## config.mk

```make
export PLATFORM = sky130hd
export DESIGN_NAME = line_clear_scan_flat
export DESIGN_NICKNAME = d
export VERILOG_FILES = /design/src/rtl/line_clear_scan_if.sv /design/src/rtl/line_clear_scan.sv /design/src/flat_wrapper.sv
export SDC_FILE = /design/constraint.sdc
export NUM_CORES = 1
export LEC_CHECK = 0
export CORE_MARGIN = 2
export CORE_UTILIZATION = 44
export CTS_BUF_LIST = sky130_fd_sc_hd__clkbuf_4 sky130_fd_sc_hd__clkbuf_8
export CTS_CLUSTER_SIZE = 24
export DETAILED_ROUTE_END_ITERATION = 12
export GPL_ROUTABILITY_DRIVEN = 0
export PLACE_DENSITY = 0.79
export SLEW_MARGIN = 25
export SYNTH_ARGS = -nofsm -noshare
export SYNTH_HDL_FRONTEND = slang
export SYNTH_SLANG_ARGS = --single-unit
```

## constraint.sdc

```tcl
create_clock -name clk -period 2.3 [get_ports clk]
set_input_delay 0.23 -clock clk [delete_from_list [all_inputs] [get_ports clk]]
set_output_delay 0.23 -clock clk [all_outputs]
set_load 0.1 [all_outputs]
```

## src/rtl/line_clear_scan_if.sv

```systemverilog
// Board-scan handshake and row read/write bus shared by the line-clear scanner
// (slave) and the game logic / board memory that drives it (master).
interface line_clear_scan_if #(
    parameter int unsigned COLS = 10
) ();
    logic            start;
    logic            busy;
    logic            done;
    logic [4:0]      rd_row;
    logic [COLS-1:0] rd_data;
    logic            wr_en;
    logic [4:0]      wr_row;
    logic [COLS-1:0] wr_data;
    logic            hit;
    logic [1:0]      lineCount;

    modport master (
        output start, rd_data,
        input  busy, done, rd_row, wr_en, wr_row, wr_data, hit, lineCount
    );

    modport slave (
        input  start, rd_data,
        output busy, done, rd_row, wr_en, wr_row, wr_data, hit, lineCount
    );
endinterface

```

## src/rtl/line_clear_scan.sv

```systemverilog
// Bottom-up full-line detection and in-place board compaction after a piece locks.
// Optional LINE_CLEAR_TOTAL_EN adds a wrapping 10-bit running total of cleared lines.
module line_clear_scan #(
    parameter int unsigned ROWS = 20,
    parameter int unsigned COLS = 10
) (
    input  logic             clk,
    input  logic             rst,
    line_clear_scan_if.slave bus
`ifdef LINE_CLEAR_TOTAL_EN
    ,
    output logic [9:0]       total_lines
`endif
);
    typedef enum logic [1:0] {StIdle, StScan, StFill, StReport} state_e;

    localparam logic [4:0] LastRow = 5'(ROWS - 1);

    state_e     state_q, state_d;
    logic [4:0] row_q, row_d;
    logic [4:0] cnt_q, cnt_d;
    logic       row_full;
    logic [4:0] cnt_upd;

    // Kept outside the main comb block so rd_row -> rd_data -> wr_* forms no loop.
    assign bus.rd_row = (state_q == StScan) ? row_q : 5'd0;
    assign row_full   = &bus.rd_data;
    assign cnt_upd    = cnt_q + {4'd0, row_full};

    always_comb begin
        state_d       = state_q;
        row_d         = row_q;
        cnt_d         = cnt_q;
        bus.busy      = (state_q != StIdle);
        bus.done      = 1'b0;
        bus.hit       = 1'b0;
        bus.lineCount = 2'd0;
        bus.wr_en     = 1'b0;
        bus.wr_row    = 5'd0;
        bus.wr_data   = '0;
        unique case (state_q)
            StIdle: begin
                if (bus.start) begin
                    row_d   = LastRow;
                    cnt_d   = 5'd0;
                    state_d = StScan;
                end
            end
            StScan: begin
                cnt_d = cnt_upd;
                // Surviving rows drop by the number of full rows found below them.
                if (!row_full && (cnt_q != 5'd0)) begin
                    bus.wr_en   = 1'b1;
                    bus.wr_row  = row_q + cnt_q;
                    bus.wr_data = bus.rd_data;
                end
                if (row_q == 5'd0) begin
                    if (cnt_upd != 5'd0) begin
                        row_d   = cnt_upd - 5'd1;
                        state_d = StFill;
                    end else begin
                        state_d = StReport;
                    end
                end else begin
                    row_d = row_q - 5'd1;
                end
            end
            StFill: begin
                bus.wr_en  = 1'b1;
                bus.wr_row = row_q;
                if (row_q == 5'd0) begin
                    state_d = StReport;
                end else begin
                    row_d = row_q - 5'd1;
                end
            end
            StReport: begin
                bus.done = 1'b1;
                if (cnt_q != 5'd0) begin
                    bus.hit       = 1'b1;
                    bus.lineCount = (cnt_q >= 5'd3) ? 2'd3 : cnt_q[1:0];
                end
                state_d = StIdle;
            end
            default: state_d = StIdle;
        endcase
    end

    always_ff @(posedge clk) begin
        if (rst) begin
            state_q <= StIdle;
            row_q   <= 5'd0;
            cnt_q   <= 5'd0;
        end else begin
            state_q <= state_d;
            row_q   <= row_d;
            cnt_q   <= cnt_d;
        end
    end

`ifdef LINE_CLEAR_TOTAL_EN
    logic [9:0] total_q;

    always_ff @(posedge clk) begin
        if (rst) begin
            total_q <= 10'd0;
        end else if (state_q == StReport) begin
            total_q <= total_q + {5'd0, cnt_q};
        end
    end

    assign total_lines = total_q;
`endif
endmodule
```

## src/flat_wrapper.sv

```systemverilog
// flat-port wrapper written by rule: the top's interface ports become plain ports
module line_clear_scan_flat 
#(
    parameter int unsigned ROWS = 20,
    parameter int unsigned COLS = 10
)
  (clk, rst, bus_start, bus_rd_data, bus_busy, bus_done, bus_rd_row, bus_wr_en, bus_wr_row, bus_wr_data, bus_hit, bus_lineCount);
  line_clear_scan_if #(.COLS(COLS)) bus_i ();
  input  logic clk;
  input  logic rst;
  input wire logic [$bits(bus_i.start)-1:0] bus_start;
  input wire logic [$bits(bus_i.rd_data)-1:0] bus_rd_data;
  output wire logic [$bits(bus_i.busy)-1:0] bus_busy;
  output wire logic [$bits(bus_i.done)-1:0] bus_done;
  output wire logic [$bits(bus_i.rd_row)-1:0] bus_rd_row;
  output wire logic [$bits(bus_i.wr_en)-1:0] bus_wr_en;
  output wire logic [$bits(bus_i.wr_row)-1:0] bus_wr_row;
  output wire logic [$bits(bus_i.wr_data)-1:0] bus_wr_data;
  output wire logic [$bits(bus_i.hit)-1:0] bus_hit;
  output wire logic [$bits(bus_i.lineCount)-1:0] bus_lineCount;
  assign bus_i.start = bus_start;
  assign bus_i.rd_data = bus_rd_data;
  assign bus_busy = bus_i.busy;
  assign bus_done = bus_i.done;
  assign bus_rd_row = bus_i.rd_row;
  assign bus_wr_en = bus_i.wr_en;
  assign bus_wr_row = bus_i.wr_row;
  assign bus_wr_data = bus_i.wr_data;
  assign bus_hit = bus_i.hit;
  assign bus_lineCount = bus_i.lineCount;
  line_clear_scan #(.ROWS(ROWS), .COLS(COLS)) u_core (.clk(clk), .rst(rst), .bus(bus_i));
endmodule
```

* After elaboration in Yosys (flattened, before gate mapping)
Index checks and enable logic that the tools add are counted.
** Word-level totals
- Output and inout port bits :: 26
- Logic and storage cells :: 54
- Input port bits :: 13
- Bits in registers :: 12
** Cells by class
- Add/subtract/negate cells :: 4
- Reductions and logical operators :: 13
- Mux-type cells :: 25
- Magnitude comparators :: 1
- Equal/unequal tests :: 8
** Operator list (count)
- 2-to-1 mux 5 bit :: 7
- 2-to-1 mux 10 bit :: 2
- case mux 5 bit (2 select lines) :: 2
- case mux 5 bit (3 select lines) :: 1
- 2-to-1 mux 2 bit :: 6
- AND reduction 10 bit :: 1
- nonzero test 5 bit :: 2
- subtractor 5 x 1 -> 5 bit (second input constant) :: 2
- case mux 2 bit (4 select lines) :: 1
- inequality test 2 bit (second input constant) :: 3
- adder 5 x 1 -> 5 bit :: 1
- adder 5 bit :: 1
- greater-or-equal comparator 5 x 2 -> 1 bit (second input constant) :: 1
- zero test 5 bit :: 1
- 2-to-1 mux 1 bit :: 5
- equality test 2 bit (second input constant) :: 2
- AND reduction 4 bit :: 1
- nonzero test 2 bit :: 2
- inequality test 3 bit (second input constant) :: 1
- AND reduction 3 bit :: 1
- nonzero test 3 bit :: 1
- equality test 2 x 1 -> 1 bit (second input constant) :: 1
- zero test 2 bit :: 1
- inequality test 2 x 1 -> 1 bit (second input constant) :: 1
- other kinds (4) :: 4

* Longest topological paths before layout
- Depth in word-level cells :: 6
- Mapped depth :: 11
- Depth with buffers taken out :: 11

* Worst setup path after synthesis
Ideal clock, no wire load.
- Kind :: register to output
- From :: reg u_core.cnt_q[0]
- To :: out bus_wr_row[4]
- Required time :: 2.070 ns
- Stages on the path, launching flop included :: 8
- Slack :: -0.664 ns
- Path buffers :: 0
- Data arrival time :: 2.734 ns
- Cell sequence :: dfxtp_1 -> ha_1 -> fa_1 -> a21o_1 -> a21oi_1 -> xnor2_1 -> a22oi_1 -> nor2_1
** Between the ends
- Cells in the longest elaborated chain, start to end :: 4
- Elaborated cells between the ends (all ways) :: 5
- Classes of those cells :: add/sub: 1; mux: 2; reduce/logical: 2
** Ends and longest elaborated chain
- start, declared :: RTL line line_clear_scan.sv:21 : logic [4:0] cnt_q, cnt_d;
- start signal, assigned :: RTL line line_clear_scan.sv:97 : cnt_q <= cnt_d;
- parallel branches: the longest is 2 deep, another holds adder 5 bit
- 2-to-1 mux 5 bit * :: RTL line line_clear_scan.sv:52 : if (!row_full && (cnt_q != 5'd0)) begin
- case mux 5 bit (2 select lines) * :: RTL line line_clear_scan.sv:41 : unique case (state_q)
- end, declared :: RTL line flat_wrapper.sv:17 : output wire logic [$bits(bus_i.wr_row)-1:0] bus_wr_row;
Mark *: on every way between the ends.

* Final worst setup path
- From :: reg u_core.row_q[0]
- To :: out bus_wr_row[4]
** Between the ends
- Cells in the longest elaborated chain, start to end :: 3
** Ends and longest elaborated chain
- start, declared :: RTL line line_clear_scan.sv:20 : logic [4:0] row_q, row_d;
- start signal, assigned :: RTL line line_clear_scan.sv:96 : row_q <= row_d;
- adder 5 bit :: RTL line line_clear_scan.sv:54 : bus.wr_row = row_q + cnt_q;
- 2-to-1 mux 5 bit :: RTL line line_clear_scan.sv:52
- case mux 5 bit (2 select lines) :: RTL line line_clear_scan.sv:41
No other way between the ends.

==> results summary <==
The via density per instance came out at 6.004. The number of synthesized register bits is 12. On the final layout, the worst clock skew is 0.003795 ns.

The via count of the first global-routing pass is 1,528. Global routing used 26.77% of the available tracks across all layers. The worst register-to-register path begins at u_core.row_q[0].

Timing would allow up to 424.9 MHz. The clock period minus worst slack is 2.354 ns. The number of max-cap violations is 0. The post-synthesis sequential area ratio is 18.75%. The share of post-route cells with drive strength above 1 is 43.84%. The flow ran to the end, but the final reports show violations.

The first global-routing pass estimated 6941 microns of wire. The number of cell rows is 19. The count of buffers inserted at the top-level ports is 38. The core outline area is 2758 sq um. Yosys attributes the largest share of cell area to sky130_fd_sc_hd__dfxtp_1, sky130_fd_sc_hd__ha_1, sky130_fd_sc_hd__nor2_1. The fill cell instance count of the final layout came out at 178. The final standard cell utilization of the core is 82.03%.

0 antenna diodes ended up in the layout. The area taken by flip-flops and latches came out at 246.5 sq um. Across the VDD grid, the largest voltage drop is 817.6 uV. The worst setup path is captured at an output port. The worst hold path passes through 2 cells.

The biggest area contributor in the post-synthesis netlist is sky130_fd_sc_hd__dfxtp_1. The detailed-route wire length is 4521 microns. The number of cells traversed by the worst register-to-register path is 9.

For the worst setup path, the data arrival time is 2.12 ns. The detail route stage leaves a number of antenna-violating nets equal to 0. The checks that failed: negative setup slack. The total of endpoints with negative setup slack in the final report is 3. The number of I/O pins came out at 39.

The share of synthesized registers carrying an async set or reset came out at 0%. Summing every instance area after synthesis gives 1281 sq um. The worst-case headroom to the max-slew limit is 56.99%. The unique cell type count in the Yosys netlist came out at 47.

The number of enable flip-flop cells after synthesis is 0. The worst setup slack for register-to-register paths is 0.08 ns. The total power is 0.001762 W. The number of sinks on the clock net came out at 12.

For this design, the CTS-stage hold fixing added 0 buffers. The placed cell count came out at 238. The total count of max-transition violations in the final report is 0.

The average cell area after synthesis is 7.909 sq um. The data required time of the critical path came out at 2.07 ns. TritonCTS built the clock tree.

The worst hold path endpoint is u_core.state_q[0]. Setup repair after global routing could not meet its margin everywhere. Dividing the detail-routed wire length by the instance count gives 18.08 microns. The register clock-pin slew on the reported worst setup and hold paths came out at 0.08 ns.

In the final layout, the multi-input gates occupy 1159 sq um. The clock tree root driver cell is sky130_fd_sc_hd__clkbuf_4. The number of antenna violations at the first check in global routing came out at 0. In this run the critical register-to-register path is captured at u_core.row_q[2]. The post-placement setup slack is -0.7096 ns.

The kind of critical path is reg -> out. The DRC violation total after the first TritonRoute iteration came out at 59. The floorplan step defined a die boundary enclosing 3359 sq um. The slew at the pin closest to its max-slew limit is 0.6384 ns. The largest fanout on the critical path is 2. Clock tree synthesis inserted a total of 3 buffers.

The total nets after synthesis came out at 188. The number of H-tree levels is 1. The clock passes through at most 2 buffers. The worst setup path is launched from a flop. The maximum number of pins on one net before global-route repair is 17. The share of Yosys cell area claimed by the top area cell type is 18.75%. During synthesis, Yosys emitted a total of 0 warnings. In the synthesized netlist the dominant register cell turns out to be sky130_fd_sc_hd__dfxtp_1.

The post-layout net count is 247. The power density relative to cell area is 778.8 nW/um^2. The setup slack of the critical path after layout came out at -0.05359 ns. The gate count of the mapped netlist is 162.

The area overhead of the layout relative to synthesis is 76.56%. Clock latency on the worst-skew pair, taken at its later pin, is 0.29 ns. In this run the most critical hold path is launched from u_core.state_q[0]. The number of vias in the routed layout came out at 1,501. The total iterations of the first detailed-routing run came out at 4. The static leakage came out at 0.9617 nW. The global-route congestion overflow total came out at 0.

The number of hold violations in the final report came out at 0. The effective utilization at floorplan is 46.46%. The path class of the tightest hold or removal check is reg -> reg. In this run the vertical extent of the chip is 57.96 microns. The post-detailed-placement half-perimeter wirelength came out at 3019 microns. The horizontal die dimension came out at 57.96 microns. The number of remaining DRC errors came out at 0. The number of cells in the finished layout apart from fillers is 250. The final cycle utilization of the critical path is 102.3%.
[logic make-up after synthesis]
family	count (synthesis)	share of synthesized area, %
compound gates	40	24.12
buf+inv	18	5.858
fa+ha+maj	13	13.28
flops	12	18.75
mux	2	1.563
simple gates	67	29.59
xor+xnor	10	6.836
[layout make-up]
cell class              instances  share of cell area, %
clock buffers                   3                 0.9956
inverters                      11                  1.936
flip-flops and latches         12                  10.90
repair buffers                 61                  33.24
well taps                      31                  1.715
multi-input cells             132                  51.22
[layout by cell type, fill, tap and decap left out, types with 3 or more instances in the layout]
cell and count:
sky130_fd_sc_hd__xnor2_1 6, sky130_fd_sc_hd__ha_1 8, sky130_fd_sc_hd__o21ai_0 6, sky130_fd_sc_hd__nand2b_1 3, sky130_fd_sc_hd__clkbuf_2 4, sky130_fd_sc_hd__a21oi_1 6, sky130_fd_sc_hd__buf_12 23, sky130_fd_sc_hd__dlygate4sd2_1 6
sky130_fd_sc_hd__dfxtp_1 9, sky130_fd_sc_hd__ha_4 3, sky130_fd_sc_hd__nor2_2 5, sky130_fd_sc_hd__nor2b_1 3, sky130_fd_sc_hd__clkbuf_4 3, sky130_fd_sc_hd__inv_1 10, sky130_fd_sc_hd__a22oi_2 4, sky130_fd_sc_hd__nor3_1 3
sky130_fd_sc_hd__nor2_1 14, sky130_fd_sc_hd__nand3_1 5, sky130_fd_sc_hd__and2_1 12, sky130_fd_sc_hd__nor2_4 3, sky130_fd_sc_hd__buf_4 25, sky130_fd_sc_hd__xor2_1 4
[power breakdown]
part	internal, W	total, W	switching, W
registers	0.000255	0.000329	0.0000739
logic	0.000455	0.00129	0.000839
clock network	0.0000610	0.000138	0.0000773
total	0.000771	0.00176	0.000991
[repair_timing]
item | CTS | global route
setup buffers | 7 | 2
resized for setup | 34 | 17
setup endpoints to repair | 22 | 21
endpoints found under the hold margin | 0 | 0
pin swaps | 18 | 11
[flip-flops by register name, summed over array words and instances (netlist names)]
register / count
u_core.state_q: 2
u_core.row_q: 5
u_core.cnt_q: 5
[critical path, cell delays in order, from the launching register on]
cell                      delay, ns
sky130_fd_sc_hd__dfxtp_4       0.36
sky130_fd_sc_hd__ha_4          0.17
sky130_fd_sc_hd__fa_2          0.35
sky130_fd_sc_hd__a21o_1        0.18
sky130_fd_sc_hd__a21oi_2       0.15
sky130_fd_sc_hd__xnor2_1       0.15
sky130_fd_sc_hd__a22oi_1       0.11
sky130_fd_sc_hd__nor2_2        0.16
sky130_fd_sc_hd__buf_12        0.19
[metal layers]
layer	track usage [%]	vias up	part of all wire, %
met5	0	-	0
met4	11.96	0	2.5
met3	4.464	15	7.2
met2	49.84	76	51
met1	29.42	712	39
li1	-	698	-
[how the worst max path moves through the flow]
stage                         start         endpoint  cells after the start
finish              u_core.row_q[0]    bus_wr_row[4]                      8
global placement     bus_rd_data[6]  u_core.row_q[2]                     12
CTS                 u_core.row_q[0]    bus_wr_row[4]                      8
detailed placement   bus_rd_data[6]  u_core.row_q[1]                     12
global route        u_core.cnt_q[0]    bus_wr_row[4]                      8
floorplan           u_core.cnt_q[0]    bus_wr_row[4]                      7
[per-stage QoR]
step | TNS, ns | area, sq um | hold slack (ns)
6_report | -0.1139 | 2262 | 0.5383
5_1_grt | -0.4799 | 2262 | 0.5996
4_1_cts | -0.001607 | 2203 | 0.5362
3_5_place_dp | -4.002 | 2022 | 0.5249
3_3_place_gp | -3.024 | 2022 | 0.5079
2_1_floorplan | -0.2231 | 1321 | 0.3296
[synth_stat cells (2+ instances only)]
| cell type | instances |
|---|---|
| sky130_fd_sc_hd__xnor2_1 | 6 |
| sky130_fd_sc_hd__a22oi_1 | 6 |
| sky130_fd_sc_hd__nand2b_1 | 3 |
| sky130_fd_sc_hd__inv_1 | 11 |
| sky130_fd_sc_hd__ha_1 | 12 |
| sky130_fd_sc_hd__o31ai_1 | 2 |
| sky130_fd_sc_hd__a31oi_1 | 2 |
| sky130_fd_sc_hd__dfxtp_1 | 12 |
| sky130_fd_sc_hd__a211oi_1 | 3 |
| sky130_fd_sc_hd__a21oi_1 | 7 |
| sky130_fd_sc_hd__o21ai_0 | 6 |
| sky130_fd_sc_hd__nor3_1 | 4 |
| sky130_fd_sc_hd__nand4_1 | 2 |
| sky130_fd_sc_hd__nand3_1 | 5 |
| sky130_fd_sc_hd__or3_1 | 2 |
| sky130_fd_sc_hd__clkbuf_1 | 4 |
| sky130_fd_sc_hd__nor2b_1 | 4 |
| sky130_fd_sc_hd__and2_1 | 13 |
| sky130_fd_sc_hd__nor2_1 | 22 |
| sky130_fd_sc_hd__a32oi_1 | 2 |
| sky130_fd_sc_hd__xor2_1 | 4 |
| sky130_fd_sc_hd__mux2i_1 | 2 |
| sky130_fd_sc_hd__a2bb2oi_1 | 2 |
| sky130_fd_sc_hd__a21o_1 | 2 |
| sky130_fd_sc_hd__nand2_1 | 2 |
Power figures use the tool's default switching activity.
